**config.mk**
```make
export PLATFORM = sky130hd
export DESIGN_NAME = pool2d_stream
export DESIGN_NICKNAME = d
export VERILOG_FILES = /design/src/rtl/pool2d_stream.sv
export SDC_FILE = /design/constraint.sdc
export NUM_CORES = 2
export LEC_CHECK = 0
export BUFFER_PORTS_ARGS = -buffer_cell sky130_fd_sc_hd__buf_2
export CORE_ASPECT_RATIO = 1.1
export CORE_MARGIN = 2
export CORE_UTILIZATION = 55
export DETAILED_ROUTE_END_ITERATION = 6
export PLACE_DENSITY = 0.71
export SLEW_MARGIN = 20
export SYNTH_ARGS = -nofsm -noshare
export SYNTH_HDL_FRONTEND = slang
export SYNTH_SLANG_ARGS = --single-unit
```
**constraint.sdc**
```tcl
create_clock -name clk -period 25.5 [get_ports clk]
set_input_delay 1.275 -clock clk [delete_from_list [all_inputs] [get_ports clk]]
set_output_delay 1.275 -clock clk [all_outputs]
set_load 0.1 [all_outputs]
```
**src/rtl/pool2d_stream.sv**
```systemverilog
// Streaming K x K max/average pooling over raster-ordered multi-channel pixels.
// Line buffer + sliding window feed one reduction lane per channel; single output register.
module pool2d_lane #(
   parameter int BITWIDTH = 16,
   parameter int N        = 4,
   parameter int SUM_W    = 18,
   parameter int SHIFT    = 2
) (
   input  logic                         mode,
   input  logic [N-1:0][BITWIDTH-1:0]   samples,
   output logic [BITWIDTH-1:0]          result
);
   logic signed [BITWIDTH-1:0] mx;
   logic signed [SUM_W-1:0]    sum;

   always_comb begin
      mx  = samples[0];
      sum = '0;
      for (int i = 0; i < N; i++) begin
         if ($signed(samples[i]) > mx) mx = samples[i];
         sum = sum + SUM_W'($signed(samples[i]));
      end
      // arithmetic shift floors toward -inf; the mean always fits BITWIDTH
      result = mode ? BITWIDTH'(sum >>> SHIFT) : mx;
   end
endmodule

module pool2d_stream #(
   parameter int BITWIDTH = 16,
   parameter int NFMAPS   = 6,
   parameter int KER_SIZE = 2,
   parameter int STRIDE   = 2,
   parameter int IMG_W    = 28,
   parameter int IMG_H    = 28
) (
   input  logic                       clk,
   input  logic                       rstn,
   input  logic                       mode,
   input  logic                       flush,
   input  logic                       in_valid,
   output logic                       in_ready,
   input  logic [NFMAPS*BITWIDTH-1:0] in_act,
   output logic                       out_valid,
   input  logic                       out_ready,
   output logic [NFMAPS*BITWIDTH-1:0] out_act,
   output logic                       frame_done
);
   localparam int K     = KER_SIZE;
   localparam int CW    = (IMG_W > 1) ? $clog2(IMG_W) : 1;
   localparam int RW    = (IMG_H > 1) ? $clog2(IMG_H) : 1;
   localparam int PW    = (STRIDE > 1) ? $clog2(STRIDE) : 1;
   localparam int LOGK  = (K > 1) ? $clog2(K) : 0;
   localparam int SUM_W = BITWIDTH + 2 * LOGK;
   localparam int SHIFT = $clog2(K * K);

   typedef logic [NFMAPS-1:0][BITWIDTH-1:0] pix_t;

   if (K < 1 || K > IMG_H) begin : g_bad_k
      $error("pool2d_stream: KER_SIZE must be in 1..IMG_H");
   end
   if (STRIDE < 1 || STRIDE > K) begin : g_bad_s
      $error("pool2d_stream: STRIDE must be in 1..KER_SIZE");
   end
   if ((K & (K - 1)) != 0) begin : g_np2_k
      $warning("pool2d_stream: average mode unsupported, KER_SIZE is not a power of two");
   end

   logic [CW-1:0] col;
   logic [RW-1:0] row;
   logic [PW-1:0] col_ph, row_ph;
   logic          mode_q;
   logic          accept, col_last, row_last, first_pix, eff_mode, emit;
   pix_t          win [K][K];
   pix_t          pooled;

   assign in_ready  = !out_valid || out_ready;
   assign accept    = in_valid && in_ready && !flush;
   assign col_last  = (col == CW'(IMG_W - 1));
   assign row_last  = (row == RW'(IMG_H - 1));
   assign first_pix = (col == '0) && (row == '0);
   assign eff_mode  = first_pix ? mode : mode_q;
   // phase counters hold (pos-(K-1)) mod STRIDE once pos reaches K-1, else 0
   assign emit      = accept && (32'(col) >= K - 1) && (32'(row) >= K - 1) &&
                      (col_ph == '0) && (row_ph == '0);

   always_ff @(posedge clk or negedge rstn) begin
      if (!rstn) begin
         col    <= '0;
         row    <= '0;
         col_ph <= '0;
         row_ph <= '0;
         mode_q <= 1'b0;
      end else if (flush) begin
         col    <= '0;
         row    <= '0;
         col_ph <= '0;
         row_ph <= '0;
      end else if (accept) begin
         if (first_pix) mode_q <= mode;
         if (col_last) begin
            col    <= '0;
            col_ph <= '0;
            if (row_last) begin
               row    <= '0;
               row_ph <= '0;
            end else begin
               row <= row + 1'b1;
               if (32'(row) >= K - 1)
                  row_ph <= (row_ph == PW'(STRIDE - 1)) ? '0 : row_ph + 1'b1;
            end
         end else begin
            col <= col + 1'b1;
            if (32'(col) >= K - 1)
               col_ph <= (col_ph == PW'(STRIDE - 1)) ? '0 : col_ph + 1'b1;
         end
      end
   end

   if (K > 1) begin : g_win
      pix_t lb    [K-1][IMG_W];  // lb[0] = previous row, lb[K-2] = oldest
      pix_t win_q [K][K-1];      // K-1 older columns; newest column comes in live
      pix_t new_col [K];

      always_comb begin
         for (int r = 0; r < K - 1; r++) new_col[r] = lb[K-2-r][col];
         new_col[K-1] = in_act;
      end

      always_ff @(posedge clk) begin
         if (accept) begin
            for (int j = K - 2; j > 0; j--) lb[j][col] <= lb[j-1][col];
            lb[0][col] <= in_act;
            for (int r = 0; r < K; r++) begin
               for (int c = 0; c < K - 2; c++) win_q[r][c] <= win_q[r][c+1];
               win_q[r][K-2] <= new_col[r];
            end
         end
      end

      always_comb begin
         for (int r = 0; r < K; r++) begin
            for (int c = 0; c < K - 1; c++) win[r][c] = win_q[r][c];
            win[r][K-1] = new_col[r];
         end
      end
   end else begin : g_win1
      always_comb win[0][0] = in_act;
   end

   for (genvar ch = 0; ch < NFMAPS; ch++) begin : g_lane
      logic [K*K-1:0][BITWIDTH-1:0] samples;
      for (genvar r = 0; r < K; r++) begin : g_r
         for (genvar c = 0; c < K; c++) begin : g_c
            assign samples[r*K+c] = win[r][c][ch];
         end
      end
      pool2d_lane #(
         .BITWIDTH(BITWIDTH), .N(K*K), .SUM_W(SUM_W), .SHIFT(SHIFT)
      ) u_lane (
         .mode(eff_mode), .samples(samples), .result(pooled[ch])
      );
   end

   always_ff @(posedge clk or negedge rstn) begin
      if (!rstn) begin
         out_valid  <= 1'b0;
         out_act    <= '0;
         frame_done <= 1'b0;
      end else if (flush) begin
         out_valid  <= 1'b0;
         frame_done <= 1'b0;
      end else begin
         frame_done <= accept && col_last && row_last;
         if (emit) begin
            out_valid <= 1'b1;
            out_act   <= pooled;
         end else if (out_ready) begin
            out_valid <= 1'b0;
         end
      end
   end
endmodule

```
==> After elaboration in Yosys (flattened, before gate mapping) <==
Memories as Yosys holds them, arrays and structs flattened.
Cells that the tools add are included.
{ "totals": {"register_bits": 111, "latch_bits": 0, "ram_bits": 2880, "mem_bits_ro": 0, "input_bits": 102, "out_inout_bits": 99, "elab_cells": 140, "mem_count": 2} }
{ "op_classes": {"n_addsub": 22, "mul": 0, "div_mod_pow": 0, "magnitude_cmp": 22, "eq_ne": 2, "n_shift": 0, "muxes": 55, "n_bitwise": 4, "reduce_logical": 25} }
{ "mem_list": {"columns": ["memory", "depth", "width", "rd", "rd_clocked_by_memory_dff", "wr", "line", "source"], "rows": [
  ["g_win.lb", 1, 2688, 1, 0, 1, "120", "pix_t lb [K-1][IMG_W];"],
  ["g_win.win_q", 2, 96, 2, 0, 2, "121", "pix_t win_q [K][K-1];"]
]} }
{ "ops": {"columns": ["op", "count"], "rows": [
  ["2688-bit 2-to-1 mux", 1],
  ["96-bit binary-select mux with 5-bit select", 1],
  ["96-bit demux with 5-bit select", 1],
  ["16-bit 2-to-1 mux", 24],
  ["16-bit > comparator", 18],
  ["96-bit 2-to-1 mux", 3],
  ["17-bit by 16-bit adder with 18-bit output", 6],
  ["18-bit by 16-bit adder with 18-bit output", 6],
  ["16-bit by 16-bit adder with 17-bit output", 6],
  ["5-bit 2-to-1 mux", 7],
  ["1-bit 2-to-1 mux", 18],
  ["5-bit by 1-bit adder with 5-bit output (second input constant)", 2],
  ["5-bit equality test (second input constant)", 2],
  ["5-bit by 1-bit greater-or-equal comparator with 1-bit output (second input constant)", 2],
  ["1-bit logical AND", 10],
  ["5-bit zero test", 2],
  ["3-bit nonzero test", 3],
  ["2-bit AND reduction", 4],
  ["6-bit greater-or-equal comparator (second input constant)", 1],
  ["6-bit by 1-bit less-than comparator with 1-bit output (second input constant)", 1],
  ["5-bit inverter with 6-bit output", 1],
  ["2-bit nonzero test", 2],
  ["1-bit inverter", 3],
  ["3-bit AND reduction", 1],
  ["3 further kinds", 5]
]} }

==> Longest topological paths before layout <==
{ "depth": {"depth_word": 11, "ltp_mapped": 49, "mapped_depth_nobuf": 38} }

==> Hierarchy <==
Synthesis repeated with hierarchy kept, for this count alone.
{ "unflattened": {"hier_cells": 7616, "hier_area_um2": 131907.8} }
{ "modules_own_cells": {"columns": ["module", "instances", "cells_per_inst", "area_per_inst_um2", "seq_area_each_um2"], "rows": [
  ["pool2d_stream", 1, 5361, 112251.4, 89260.6],
  ["pool2d_lane (g_lane[0].u_lane ...)", 5, 356, 3140.5, 0.0],
  ["pool2d_lane (g_lane[5].u_lane)", 1, 475, 3953.8, 0.0]
]} }

==> Worst setup path after synthesis <==
No wires, ideal clock.
{ "synth_path": {"path_kind": "input port to flip-flop", "startpoint": "input port out_ready", "endpoint": "memory g_win.lb[0][0] (netlist bit) (enable)", "setup_ns": 0.552, "arrival_ns": 16.692, "t_required_ns": 24.948, "slack_ns": 8.256, "cell_stages": 5, "path_buffers": 0, "cell_sequence": "nand2b_1 nand2_1 nor2_1 nand2_1 nor2_1"} }
{ "synth_between": {"elab_chain_len": 5} }
{ "synth_rtl": {"columns": ["element", "line", "source"], "rows": [
  ["start: declaration", "44", "input logic out_ready,"],
  ["1-bit logical OR", "76", "assign in_ready = !out_valid || out_ready;"],
  ["1-bit logical AND (2 in series)", "77", "assign accept = in_valid && in_ready && !flush;"],
  ["via accept", "72", "logic accept, col_last, row_last, first_pix, eff_mode, emit;"],
  ["1-bit 2-to-1 mux", "130", "if (accept) begin"],
  ["2688-bit 2-to-1 mux (implied by the code)", "132", "lb[0][col] <= in_act;"],
  ["end: declaration", "120", null]
]} }
The timed path passes the listed nets, and every way through them passes these cells.

==> flow_results.xml <==
<?xml version="1.0" encoding="UTF-8"?>
<metrics>
  <group name="status">
    <metric name="status" unit="">finished clean</metric>
  </group>
  <group name="die">
    <metric name="die_h" unit="µm">515.7</metric>
    <metric name="die_area" unit="mm²">0.2420</metric>
    <metric name="die-width" unit="µm">469.2</metric>
    <metric name="ioPinCount" unit="">201</metric>
    <metric name="core_region_area" unit="mm²">0.2363</metric>
    <metric name="rows" unit="">187</metric>
    <metric name="initial_utilization" unit="%">55.40</metric>
  </group>
  <group name="setup_path">
    <metric name="path_class" unit="">flip-flop to flip-flop</metric>
    <metric name="cp.required" unit="ns">26.24</metric>
    <metric name="critical_path.max_stage_delay" unit="ns">1.01</metric>
    <metric name="worst-path-max-fanout" unit="">122</metric>
    <metric name="critPathSlowestCell" unit="">dfrtp_4</metric>
    <metric name="reg2reg_slack" unit="ns">13.23</metric>
    <metric name="critical_path.reg2reg.startpoint" unit="">col[1]</metric>
    <metric name="arrival_time_worst_endpoint" unit="ns">13.01</metric>
    <metric name="length_in_cells_of_the_worst_reg_to_reg_path" unit="">33</metric>
    <metric name="timing.rr.end" unit="">out_act[93]</metric>
    <metric name="setup.worst_path.end_class" unit="">flip-flop</metric>
    <metric name="crit_path_start_kind" unit="">flip-flop</metric>
  </group>
  <group name="power">
    <metric name="max_rail_drop_vdd" unit="mV">0.05788</metric>
    <metric name="static_power_due_to_leakage" unit="nW">48.33</metric>
    <metric name="pwr-share-comb" unit="%">15.9</metric>
    <metric name="part_of_the_total_power_dissipated_in_the_clock_network" unit="%">37.1</metric>
    <metric name="power.internal" unit="mW">8.613</metric>
    <metric name="switching_share" unit="%">26.22</metric>
    <metric name="net-switching-power" unit="mW">3.062</metric>
    <metric name="power_density" unit="mW/mm²">80.15</metric>
    <metric name="share_seq_of_total_power" unit="%">47.0</metric>
  </group>
  <group name="routing">
    <metric name="drt_iter0_drc" unit="">9603</metric>
    <metric name="routed-via-count" unit="">71835</metric>
    <metric name="ant_nets" unit="">0</metric>
    <metric name="drt_pre_antenna_iters" unit="">6</metric>
    <metric name="dr_vias_cell" unit="">6.663</metric>
    <metric name="route.detailed.wl_per_inst" unit="µm">33.33</metric>
    <metric name="detail_route.wirelength" unit="µm">359300</metric>
    <metric name="detail_route.drc_violations" unit="">0</metric>
  </group>
  <group name="clock_network">
    <metric name="post_cts_buffers" unit="">0</metric>
    <metric name="clock_sinks" unit="">2991</metric>
    <metric name="clock_tree_from_tritoncts" unit="">built</metric>
    <metric name="clock_slew_at_reported_path_ffs" unit="ns">0.06</metric>
    <metric name="h-tree-depth" unit="">5</metric>
    <metric name="postCtsHoldBufs" unit="">0</metric>
    <metric name="insertion_delay" unit="ns">0.87</metric>
    <metric name="cts_made_buffers" unit="">304</metric>
    <metric name="max-clock-path-buffers" unit="">4</metric>
    <metric name="cts_root_buffer" unit="">clkbuf_16</metric>
    <metric name="cts.repair.resized" unit="">0</metric>
  </group>
  <group name="timing">
    <metric name="fmax" unit="MHz">81.51</metric>
    <metric name="fin_ws" unit="ns">13.23</metric>
    <metric name="timing.final.setup_violations" unit="">0</metric>
    <metric name="finalHoldWorstSlack" unit="ns">0.3793</metric>
    <metric name="layout_min_cycle_time" unit="ns">12.27</metric>
    <metric name="tightestPinTransition" unit="ns">1.224</metric>
    <metric name="timing.final.crit_share" unit="%">48.11</metric>
    <metric name="final_hold_viol_count" unit="">0</metric>
    <metric name="final.setup_skew" unit="ns">0.03639</metric>
    <metric name="grt_setup_unrepaired" unit="">no</metric>
    <metric name="setup_tns" unit="ns">0</metric>
    <metric name="slew-limit-headroom" unit="%">18.22</metric>
    <metric name="slew_violations" unit="">0</metric>
  </group>
  <group name="synthesis">
    <metric name="yosys_most_used_dff" unit="">edfxtp_1</metric>
    <metric name="ys_async_sr_fraction" unit="%">3.711</metric>
    <metric name="synth-edff-count" unit="">2880</metric>
    <metric name="post_synth.cell_area_avg" unit="µm²">18.55</metric>
    <metric name="synth.ff_latch_count" unit="">2991</metric>
    <metric name="synth_sequential_area_ratio" unit="%">68.18</metric>
    <metric name="synth_cell_types" unit="">96</metric>
    <metric name="yosys_warnings" unit="">0</metric>
    <metric name="mappedNetlistNets" unit="">7732</metric>
    <metric name="synth.cell_area" unit="mm²">0.1309</metric>
    <metric name="synth_cells" unit="">7059</metric>
  </group>
  <group name="place">
    <metric name="routabilityCongestion" unit="">0.9262</metric>
    <metric name="dp_cell_count" unit="">10222</metric>
    <metric name="dpl.hpwl" unit="µm">202900</metric>
    <metric name="pre_cts_ws" unit="ns">12.99</metric>
    <metric name="port_buffers" unit="">200</metric>
  </group>
  <group name="global_route">
    <metric name="grt.overflow.total" unit="">0</metric>
    <metric name="globalRouteMet1Util" unit="%">41.24</metric>
    <metric name="use_met3" unit="%">4.608</metric>
    <metric name="wire_length_of_the_first_global_routing_pass" unit="µm">513800</metric>
    <metric name="grt_pass1_vias" unit="">72294</metric>
    <metric name="globalRouteMet2Util" unit="%">48.55</metric>
    <metric name="globalRoute.busiestLayer" unit="">met2</metric>
    <metric name="grt_util_all_layers" unit="%">29.77</metric>
    <metric name="pin_count_of_the_biggest_net_entering_global_routing" unit="">123</metric>
    <metric name="antenna_violations_before_repair" unit="">38</metric>
  </group>
  <group name="cells_and_area">
    <metric name="ff_latch_area" unit="mm²">0.08928</metric>
    <metric name="finalNonFillerCells" unit="">10781</metric>
    <metric name="syn_to_final_growth" unit="%">11.25</metric>
    <metric name="footprint_of_the_multi_input_gates" unit="mm²">0.03953</metric>
    <metric name="nets" unit="">8083</metric>
    <metric name="layout-drive-gt1-share" unit="%">21.93</metric>
    <metric name="fillCellCount" unit="">16474</metric>
  </group>
  <group name="job">
    <metric name="max_cap_viol_count" unit="">0</metric>
  </group>
  <group name="hold_path">
    <metric name="hold_class" unit="">primary input to asynchronous set/reset pin</metric>
  </group>
</metrics>
==> state kept, by name, summed over array words and instances (netlist names) <==
signal	cells
g_win.lb	2688
out_valid	1
g_win.win_q	192
mode_q	1
out_act	96
row	5
frame_done	1
row_ph	1
col	5
col_ph	1
==> synth_stat cells (all sizes together) (77+ instances only) <==
cell type,n,area (µm²)
edfxtp,2880,86480
mux4,714,16080
ha,373,4667
a21oi,251,1260
inv,244,915.9
nand2,243,919.6
nor2,233,874.6
o21ai,233,1170
fa,198,3964
mux2i,176,1778
buf,159,990.9
clkbuf,153,574.3
dfrtp,111,2778
mux2,108,1235
nand3,79,400.4
a22oi,77,583.1
==> layer usage <==
| metal | part of all wire, % | wire, µm | vias up |
|---|---|---|---|
| met5 | 0.023 | 84 | - |
| met4 | 3.5 | 12620 | 12 |
| met3 | 9.4 | 33930 | 687 |
| met2 | 49 | 176100 | 3842 |
| met1 | 38 | 136600 | 37846 |
| li1 | - | - | 29448 |
==> worst max path at each step <==
| stage | startpoint | endpoint | slack [ns] |
|---|---|---|---|
| after global placement | col[1] | out_act[93] | 13.21 |
| after global routing | col[0] | out_act[55] | 12.49 |
| after CTS | col[1] | out_act[93] | 13.00 |
| final | col[1] | out_act[93] | 13.23 |
| after detailed placement | col[1] | out_act[93] | 12.99 |
| after floorplan | out_ready | g_win.lb[0][0] | 8.26 |
==> placed cells by master (no fill, tap or decap), drive strengths merged, types with 13 or more instances in the layout <==
| master | instances |
|---|---|
| a221oi | 15 |
| and2 | 14 |
| o21a | 27 |
| a211oi | 39 |
| o21ai | 233 |
| nand3 | 79 |
| ha | 373 |
| mux4 | 714 |
| or3 | 14 |
| diode | 20 |
| edfxtp | 2880 |
| a221o | 13 |
| mux2i | 176 |
| a22oi | 77 |
| nand2 | 243 |
| nor2b | 45 |
| nor2 | 233 |
| inv | 258 |
| o221ai | 33 |
| nand4 | 43 |
| and4 | 13 |
| xor2 | 35 |
| nor3 | 53 |
| xnor2 | 55 |
| a21oi | 251 |
| clkbuf | 382 |
| a21o | 76 |
| bufinv | 19 |
| a31oi | 48 |
| o22ai | 38 |
| and3 | 24 |
| nand2b | 37 |
| buf | 357 |
| a311oi | 25 |
| fa | 198 |
| clkinv | 116 |
| dfrtp | 111 |
| mux2 | 108 |
| o211ai | 25 |
==> final cells by class <==
type / instances / share of cell area (%)
diodes: 20 / 0.03436
well taps: 3118 / 2.678
flip-flops and latches: 2991 / 61.30
clock buffers: 382 / 5.590
repair buffers: 357 / 1.690
clock inverters: 157 / 0.9415
multi-input cells: 3512 / 27.14
inverters: 244 / 0.6288
==> cells by family after synthesis <==
group	after synthesis	synth area share, %
DFF	2991	68.18
AOI/OAI and AO/OA	1013	5.071
adders and majority gates	574	6.616
muxes	998	14.58
and+or+nand+nor	837	3.051
xor gates and xnor gates	90	0.6021
buffers and inverters	556	1.895
==> per-stage QoR <==
step	power (mW)	util, %	cell area [µm²]
after floorplan	6.893	-	130900
final	11.67	61.63	145700
after detailed placement	7.411	57.58	136100
after CTS	11.71	61.61	145600
after global placement	7.381	57.58	136100
after global routing	12.07	61.62	145600
==> power by group through the flow <==
| stage | registers [mW] | clock network (mW) | logic, mW |
|---|---|---|---|
| after global routing | 5.48 | 4.56 | 2.02 |
| after CTS | 5.48 | 4.39 | 1.84 |
| after detailed placement | 5.58 | 0 | 1.83 |
| after global placement | 5.58 | 0 | 1.80 |
| after floorplan | 5.68 | 0 | 1.21 |
| final | 5.48 | 4.34 | 1.86 |
==> critical path: cells and delay by family (launching register included) <==
| kind | cells | cell delay, ns |
|---|---|---|
| multiplexers | 3 | 0.91 |
| buffers and inverters | 4 | 2.06 |
| AND/OR/NAND/NOR | 8 | 2.19 |
| AO/OA/AOI/OAI | 15 | 4.71 |
| adder cells (fa/ha/maj) | 3 | 1.12 |
| flip-flops | 1 | 1.01 |
Power figures use the tool's default switching activity.
